$ cat src/rtl/vco_quantizer.sv
// Multi-channel ring-oscillator VCO quantizer: synchronises each ring's phase taps,
// decodes them to a phase index, and sums phase advances over an oversampling window.
module vco_quantizer #(
  parameter int PHASE_WIDTH = 11,
  parameter int NUM_CH      = 2,
  parameter int OSR_WIDTH   = 10,
  parameter int ACC_WIDTH   = 16
) (
  input  logic                          clk,
  input  logic                          rst_n,
  input  logic                          en,
  input  logic                          mode,
  input  logic [OSR_WIDTH-1:0]          osr,
  input  logic [NUM_CH*PHASE_WIDTH-1:0] p,
  output logic [NUM_CH*ACC_WIDTH-1:0]   out_data,
  output logic                          out_valid,
  input  logic                          out_ready,
  output logic [NUM_CH-1:0]             err,
  output logic                          ovf
);

  localparam int N     = PHASE_WIDTH;
  localparam int IDX_W = $clog2(2 * N);

  typedef enum logic [1:0] {IDLE, PRIME, RUN} state_t;

  state_t                               state_q, state_d;
  logic [1:0]                           prime_q, prime_d;
  logic [NUM_CH*N-1:0]                  sync1_q, sync1_d, sync2_q, sync2_d;
  logic [NUM_CH-1:0][IDX_W-1:0]         idx_q, idx_d, idx_prev_q, idx_prev_d;
  logic [NUM_CH-1:0][ACC_WIDTH-1:0]     acc_q, acc_d;
  logic [OSR_WIDTH-1:0]                 cnt_q, cnt_d, osr_q, osr_d;
  logic                                 mode_q, mode_d;
  logic [NUM_CH*ACC_WIDTH-1:0]          out_data_q, out_data_d;
  logic                                 out_valid_q, out_valid_d;
  logic [NUM_CH-1:0]                    err_q, err_d;
  logic                                 ovf_q, ovf_d;

  logic [NUM_CH-1:0]                    illegal;
  logic [NUM_CH-1:0][IDX_W-1:0]         delta;
  logic [NUM_CH-1:0][ACC_WIDTH-1:0]     acc_sum;
  logic [NUM_CH*ACC_WIDTH-1:0]          result;
  logic                                 close;

  // Thermometer-style decode: popcount gives position, tap 0 tells which half-cycle.
  always_comb begin
    sync1_d    = p;
    sync2_d    = sync1_q;
    idx_prev_d = idx_q;
    for (int c = 0; c < NUM_CH; c++) begin
      logic [N-1:0]     code;
      logic [IDX_W-1:0] ones;
      logic             seen;
      code       = sync2_q[c*N +: N];
      ones       = '0;
      seen       = 1'b0;
      illegal[c] = 1'b0;
      for (int i = 0; i < N; i++) ones = ones + IDX_W'(code[i]);
      for (int i = 0; i < N - 1; i++) begin
        if (code[i] != code[i+1]) begin
          if (seen) illegal[c] = 1'b1;
          seen = 1'b1;
        end
      end
      if (code[0])           idx_d[c] = ones;
      else if (ones == '0)   idx_d[c] = '0;
      else                   idx_d[c] = IDX_W'(2 * N) - ones;

      if (idx_q[c] >= idx_prev_q[c]) delta[c] = idx_q[c] - idx_prev_q[c];
      else                           delta[c] = idx_q[c] + IDX_W'(2 * N) - idx_prev_q[c];

      begin
        logic [ACC_WIDTH:0] sum;
        sum = {1'b0, acc_q[c]} + (ACC_WIDTH + 1)'(delta[c]);
        acc_sum[c] = sum[ACC_WIDTH] ? '1 : sum[ACC_WIDTH-1:0];
      end
      result[c*ACC_WIDTH +: ACC_WIDTH] = mode_q ? ACC_WIDTH'(idx_q[c]) : acc_sum[c];
    end
    err_d = err_q | illegal;
  end

  always_comb begin
    state_d = state_q;
    prime_d = prime_q;
    cnt_d   = cnt_q;
    acc_d   = acc_q;
    osr_d   = osr_q;
    mode_d  = mode_q;
    close   = 1'b0;
    case (state_q)
      IDLE: begin
        acc_d   = '0;
        cnt_d   = '0;
        prime_d = '0;
        if (en) begin
          state_d = PRIME;
          osr_d   = (osr == '0) ? OSR_WIDTH'(1) : osr;
          mode_d  = mode;
        end
      end
      PRIME: begin
        if (!en) begin
          state_d = IDLE;
        end else if (prime_q == 2'd2) begin
          state_d = RUN;
          prime_d = '0;
        end else begin
          prime_d = prime_q + 2'd1;
        end
      end
      RUN: begin
        if (!en) begin
          state_d = IDLE;
          acc_d   = '0;
          cnt_d   = '0;
        end else if (cnt_q == osr_q - OSR_WIDTH'(1)) begin
          close = 1'b1;
          acc_d = '0;
          cnt_d = '0;
        end else begin
          cnt_d = cnt_q + OSR_WIDTH'(1);
          acc_d = mode_q ? '0 : acc_sum;
        end
      end
      default: state_d = IDLE;
    endcase
  end

  // A consumer accepting in the same cycle frees the slot for the closing window.
  always_comb begin
    out_data_d  = out_data_q;
    out_valid_d = out_valid_q;
    ovf_d       = ovf_q;
    if (close) begin
      if (!out_valid_q || out_ready) begin
        out_data_d  = result;
        out_valid_d = 1'b1;
      end else begin
        ovf_d = 1'b1;
      end
    end else if (out_valid_q && out_ready) begin
      out_valid_d = 1'b0;
    end
  end

  always_ff @(posedge clk) begin
    if (!rst_n) begin
      state_q     <= IDLE;
      prime_q     <= '0;
      sync1_q     <= '0;
      sync2_q     <= '0;
      idx_q       <= '0;
      idx_prev_q  <= '0;
      acc_q       <= '0;
      cnt_q       <= '0;
      osr_q       <= OSR_WIDTH'(1);
      mode_q      <= 1'b0;
      out_data_q  <= '0;
      out_valid_q <= 1'b0;
      err_q       <= '0;
      ovf_q       <= 1'b0;
    end else begin
      state_q     <= state_d;
      prime_q     <= prime_d;
      sync1_q     <= sync1_d;
      sync2_q     <= sync2_d;
      idx_q       <= idx_d;
      idx_prev_q  <= idx_prev_d;
      acc_q       <= acc_d;
      cnt_q       <= cnt_d;
      osr_q       <= osr_d;
      mode_q      <= mode_d;
      out_data_q  <= out_data_d;
      out_valid_q <= out_valid_d;
      err_q       <= err_d;
      ovf_q       <= ovf_d;
    end
  end

  assign out_data  = out_data_q;
  assign out_valid = out_valid_q;
  assign err       = err_q;
  assign ovf       = ovf_q;

endmodule

$ cat config.mk
export PLATFORM = sky130hd
export DESIGN_NAME = vco_quantizer
export DESIGN_NICKNAME = d
export VERILOG_FILES = /design/src/rtl/vco_quantizer.sv
export SDC_FILE = /design/constraint.sdc
export NUM_CORES = 1
export LEC_CHECK = 0
export BUFFER_PORTS_ARGS = -buffer_cell sky130_fd_sc_hd__buf_2
export CAP_MARGIN = 40
export CELL_PAD_IN_SITES_DETAIL_PLACEMENT = 0
export CELL_PAD_IN_SITES_GLOBAL_PLACEMENT = 2
export CORE_MARGIN = 2
export CORE_UTILIZATION = 40
export CTS_BUF_LIST = sky130_fd_sc_hd__clkbuf_4 sky130_fd_sc_hd__clkbuf_8 sky130_fd_sc_hd__clkbuf_16
export DETAILED_ROUTE_END_ITERATION = 12
export HOLD_SLACK_MARGIN = 0.02
export PLACE_DENSITY_LB_ADDON = 0.1
export SYNTH_ARGS = -nofsm -noshare
export SYNTH_HDL_FRONTEND = slang
export SYNTH_SLANG_ARGS = --single-unit
$ cat constraint.sdc
create_clock -name clk -period 11 [get_ports clk]
set_clock_uncertainty 0.15 [all_clocks]
set_input_delay 1.65 -clock clk [delete_from_list [all_inputs] [get_ports clk]]
set_output_delay 1.65 -clock clk [all_outputs]
set_load 0.1 [all_outputs]
==> flow_results.xml <==
<?xml version="1.0" encoding="UTF-8"?>
<metrics>
  <group name="run_status">
    <metric name="run_status" unit="">finished clean</metric>
  </group>
  <group name="timing">
    <metric name="period_minus_slack" unit="ns">4.24</metric>
    <metric name="timing.final.setup_violations" unit="">0</metric>
    <metric name="grt_setup_unrepaired" unit="">no</metric>
    <metric name="fin_tns_setup" unit="ns">0</metric>
    <metric name="finalWorstSetupSlack" unit="ns">6.76</metric>
    <metric name="finalCritPeriodShare" unit="%">38.5</metric>
    <metric name="finalHoldViolations" unit="">0</metric>
    <metric name="timing.slew.headroom" unit="%">49.6</metric>
    <metric name="maxSlewViolCount" unit="">0</metric>
    <metric name="finalHoldWorstSlack" unit="ns">0.285</metric>
    <metric name="max_clock_freq" unit="MHz">236</metric>
    <metric name="timing_worst_slew_pin_value" unit="ns">0.756</metric>
  </group>
  <group name="worst_hold_path">
    <metric name="hold_class" unit="">flip-flop to flip-flop</metric>
    <metric name="end_of_the_worst_hold_path" unit="">sync2_q[6]</metric>
    <metric name="startpoint_of_the_most_critical_hold_path" unit="">sync1_q[6]</metric>
    <metric name="number_of_cells_on_the_worst_hold_path" unit="">1</metric>
  </group>
  <group name="cts">
    <metric name="path_clk_slew" unit="ns">0.07</metric>
    <metric name="hold_fix_buffers_cts" unit="">0</metric>
    <metric name="cts_buffers" unit="">17</metric>
    <metric name="clock_sink_count" unit="">157</metric>
    <metric name="post-cts-setup-buffer-count" unit="">0</metric>
    <metric name="cts_tree" unit="">yes</metric>
    <metric name="h-tree-depth" unit="">4</metric>
    <metric name="clock_insertion_delay_worst_skew" unit="ns">0.42</metric>
    <metric name="cts-root-to-sink-buffers" unit="">2</metric>
    <metric name="ctsRootBufferMaster" unit="">sky130_fd_sc_hd__clkbuf_16</metric>
    <metric name="cts-resized-gates" unit="">0</metric>
  </group>
  <group name="power">
    <metric name="cellPowerDensity" unit="nW/um^2">176</metric>
    <metric name="peakVddDrop" unit="mV">0.0927</metric>
    <metric name="post-layout-total-power" unit="mW">1.65</metric>
    <metric name="power_leakage" unit="nW">4.04</metric>
  </group>
  <group name="synthesis">
    <metric name="synthDominantCellAreaShare" unit="%">38.6</metric>
    <metric name="post-synth-top-count-cell" unit="">sky130_fd_sc_hd__dfxtp_1</metric>
    <metric name="ys_seq_elements" unit="">157</metric>
    <metric name="post_synth_main_area_contributors" unit="">sky130_fd_sc_hd__dfxtp_1, sky130_fd_sc_hd__ha_1, sky130_fd_sc_hd__fa_1</metric>
    <metric name="postSynth.asyncResetShare" unit="%">0</metric>
    <metric name="synth_largest_area_cell" unit="">sky130_fd_sc_hd__dfxtp_1</metric>
    <metric name="synthesis.area_per_instance" unit="sq um">8.79</metric>
    <metric name="synth_cell_types" unit="">64</metric>
    <metric name="cell_count_after_synthesis" unit="">926</metric>
    <metric name="synthesis.yosys.warnings" unit="">0</metric>
    <metric name="ys_seq_area_share" unit="%">38.6</metric>
    <metric name="synth-edff-count" unit="">0</metric>
    <metric name="syn-num-nets" unit="">1023</metric>
    <metric name="yosys_most_used_dff" unit="">sky130_fd_sc_hd__dfxtp_1</metric>
    <metric name="ys_top_cells_by_count" unit="">sky130_fd_sc_hd__dfxtp_1, sky130_fd_sc_hd__nand2_1, sky130_fd_sc_hd__inv_1</metric>
    <metric name="synth_area" unit="sq um">8140</metric>
  </group>
  <group name="global_route">
    <metric name="globalRouteMet3Util" unit="%">4.03</metric>
    <metric name="grt_overflow" unit="">0</metric>
    <metric name="grt_max_degree" unit="">66</metric>
    <metric name="via_count_of_the_first_global_routing_pass" unit="">6326</metric>
    <metric name="grt.total_usage" unit="%">17.0</metric>
    <metric name="globalRoute.busiestLayer" unit="">met2</metric>
    <metric name="antenna_violations_before_repair" unit="">0</metric>
    <metric name="grt_pass1_wl" unit="mm">30.2</metric>
    <metric name="grtUsageMet1" unit="%">21.8</metric>
    <metric name="grtUsageMet2" unit="%">28.6</metric>
  </group>
  <group name="setup_path">
    <metric name="worst-path-buf-inv" unit="">2</metric>
    <metric name="worst-setup-path-type" unit="">flip-flop to flip-flop</metric>
    <metric name="timing.critical_path.fanout_max" unit="">9</metric>
    <metric name="startpoint_type" unit="">flip-flop</metric>
    <metric name="critPathSlowestCell" unit="">sky130_fd_sc_hd__fa_1</metric>
    <metric name="cp_data_arrival_time" unit="ns">4.44</metric>
    <metric name="worst-r2r-cell-count" unit="">16</metric>
    <metric name="timing.critical_path.cells" unit="">inv_1 &gt; ha_1 &gt; a21oi_1 &gt; o21bai_1 &gt; a31o_2 &gt; a31oi_1 &gt; xnor2_1 &gt; inv_1 &gt; fa_1 &gt; nor2b_1 &gt; o31a_1 &gt; o21a_1 &gt; nand4_1 &gt; xor2_1 &gt; a211o_1 &gt; a21oi_1</metric>
    <metric name="worstReg2RegStart" unit="">idx_prev_q[6]</metric>
    <metric name="kind_of_capture_point_of_the_worst_setup_path" unit="">flip-flop</metric>
    <metric name="timing.reg2reg.setup_slack" unit="ns">6.76</metric>
    <metric name="timing.critical_path.required" unit="ns">11.20</metric>
    <metric name="critical_path.reg2reg.endpoint" unit="">out_data[26]</metric>
    <metric name="slowest_delay" unit="ns">0.44</metric>
    <metric name="path_delay_family" unit="">compound AO/OA/AOI/OAI gates</metric>
  </group>
  <group name="place">
    <metric name="detailed_place_hpwl" unit="mm">12.9</metric>
    <metric name="dpl_worst_slack" unit="ns">6.79</metric>
    <metric name="place_congestion" unit="">0.863</metric>
    <metric name="portBuffers" unit="">72</metric>
  </group>
  <group name="routing">
    <metric name="routedWlPerCell" unit="microns">14.2</metric>
    <metric name="route.final.wire_length" unit="mm">18.0</metric>
    <metric name="postRouteAntennaNets" unit="">0</metric>
    <metric name="detailedRoute.firstPassIterationCount" unit="">5</metric>
    <metric name="drt-initial-drc-count" unit="">244</metric>
    <metric name="drt_drc_violations_left" unit="">0</metric>
    <metric name="vias" unit="">6551</metric>
    <metric name="routed_via_density" unit="">5.17</metric>
  </group>
  <group name="floorplan">
    <metric name="design.die.area" unit="sq um">21500</metric>
    <metric name="die_height" unit="microns">147</metric>
    <metric name="initial_utilization" unit="%">40.5</metric>
    <metric name="core_area" unit="sq um">20100</metric>
    <metric name="io_pins" unit="">73</metric>
    <metric name="die-width" unit="microns">147</metric>
    <metric name="num_rows" unit="">52</metric>
  </group>
  <group name="layout">
    <metric name="nets" unit="">1081</metric>
    <metric name="antennaDiodeCount" unit="">0</metric>
    <metric name="final.fill_count" unit="">1935</metric>
    <metric name="final_layout_size_suffix_gt1_share" unit="%">12.6</metric>
    <metric name="synthToLayoutAreaGrowth" unit="%">14.8</metric>
  </group>
  <group name="job">
    <metric name="max-cap-violations" unit="">0</metric>
  </group>
</metrics>
-- registers in the layout, summed over array words and instances (netlist names) --
name and count:
sync2_q 22, sync1_q 22, prime_q 2, acc_q 32
err 2, idx_prev_d 10, cnt_q 10, ovf 1
mode_q 1, out_valid 1, idx_prev_q 10, state_q 2
osr_q 10, out_data 32
-- routing by layer --
layer	share of wire [%]	routed length, microns	vias up
met5	0	0	-
met4	1.5	273	0
met3	3.4	607	21
met2	47	8510	97
met1	48	8590	3098
li1	-	-	3335
-- final cells by class --
| class | instances | area [sq um] | share of cell area, % |
|---|---|---|---|
| inverters | 74 | 278 | 2.97 |
| clock inverters | 15 | 166 | 1.78 |
| flip-flops and latches | 157 | 3140 | 33.6 |
| repair buffers | 80 | 440 | 4.71 |
| well taps | 270 | 338 | 3.61 |
| clock buffers | 17 | 425 | 4.55 |
| multi-input cells | 654 | 4560 | 48.8 |
-- placed cells by master (no fill, tap or decap), types with 4 or more instances in the layout --
cell type                     n
sky130_fd_sc_hd__nor2_1      66
sky130_fd_sc_hd__nand2_1     88
sky130_fd_sc_hd__nor3_1      14
sky130_fd_sc_hd__and3_1      14
sky130_fd_sc_hd__and4_1       4
sky130_fd_sc_hd__a22o_1      25
sky130_fd_sc_hd__buf_4        7
sky130_fd_sc_hd__nand4_1      5
sky130_fd_sc_hd__a21oi_1     62
sky130_fd_sc_hd__fa_1        22
sky130_fd_sc_hd__mux2i_1     28
sky130_fd_sc_hd__nand2b_1     4
sky130_fd_sc_hd__o31ai_1      5
sky130_fd_sc_hd__dfxtp_1    157
sky130_fd_sc_hd__a311oi_1     6
sky130_fd_sc_hd__o211ai_1     4
sky130_fd_sc_hd__inv_6        5
sky130_fd_sc_hd__o21bai_1     6
sky130_fd_sc_hd__a211o_1      6
sky130_fd_sc_hd__inv_8        6
sky130_fd_sc_hd__ha_1        38
sky130_fd_sc_hd__a21o_1       8
sky130_fd_sc_hd__clkbuf_16   17
sky130_fd_sc_hd__nor2b_1     10
sky130_fd_sc_hd__xnor2_1     19
sky130_fd_sc_hd__and2_1      54
sky130_fd_sc_hd__a211oi_1     6
sky130_fd_sc_hd__nand3_1     13
sky130_fd_sc_hd__buf_2       72
sky130_fd_sc_hd__xor2_1      22
sky130_fd_sc_hd__or4_1        4
sky130_fd_sc_hd__or3_1        7
sky130_fd_sc_hd__mux2_2       5
sky130_fd_sc_hd__o21ai_0     46
sky130_fd_sc_hd__nor4_1       8
sky130_fd_sc_hd__a31oi_1     11
sky130_fd_sc_hd__inv_1       72
-- where the power goes --
part / switching [mW] / internal (mW)
clock: 0.267 / 0.325
combinational: 0.253 / 0.189
sequential: 0.0196 / 0.592
total: 0.539 / 1.11
-- metrics by stage --
step / instances / area, sq um / util, %
3_3_place_gp: 1234 / 8730 / 43.4
5_1_grt: 1267 / 9350 / 46.5
6_report: 1267 / 9350 / 46.5
3_5_place_dp: 1235 / 8760 / 43.6
4_1_cts: 1267 / 9350 / 46.5
2_1_floorplan: 926 / 8140 / -
-- worst max path at each step --
stage / start / end / cells after the start
after detailed placement: idx_prev_q[6] / out_data[19] / 16
final: idx_prev_q[6] / out_data[26] / 16
after floorplan: sync2_q[0] / idx_prev_d[2] / 12
after CTS: idx_prev_q[6] / out_data[19] / 16
after global routing: idx_prev_q[6] / out_data[26] / 16
after global placement: sync2_q[0] / idx_prev_d[2] / 12
-- cells by family after synthesis --
| family | synth area share (%) |
|---|---|
| simple gates | 18.2 |
| buf+inv | 5.44 |
| fa+ha+maj | 11.2 |
| flops | 38.6 |
| mux | 4.13 |
| compound gates | 18.0 |
| xor+xnor | 4.41 |
No activity file was read; power rests on OpenSTA's default activity.
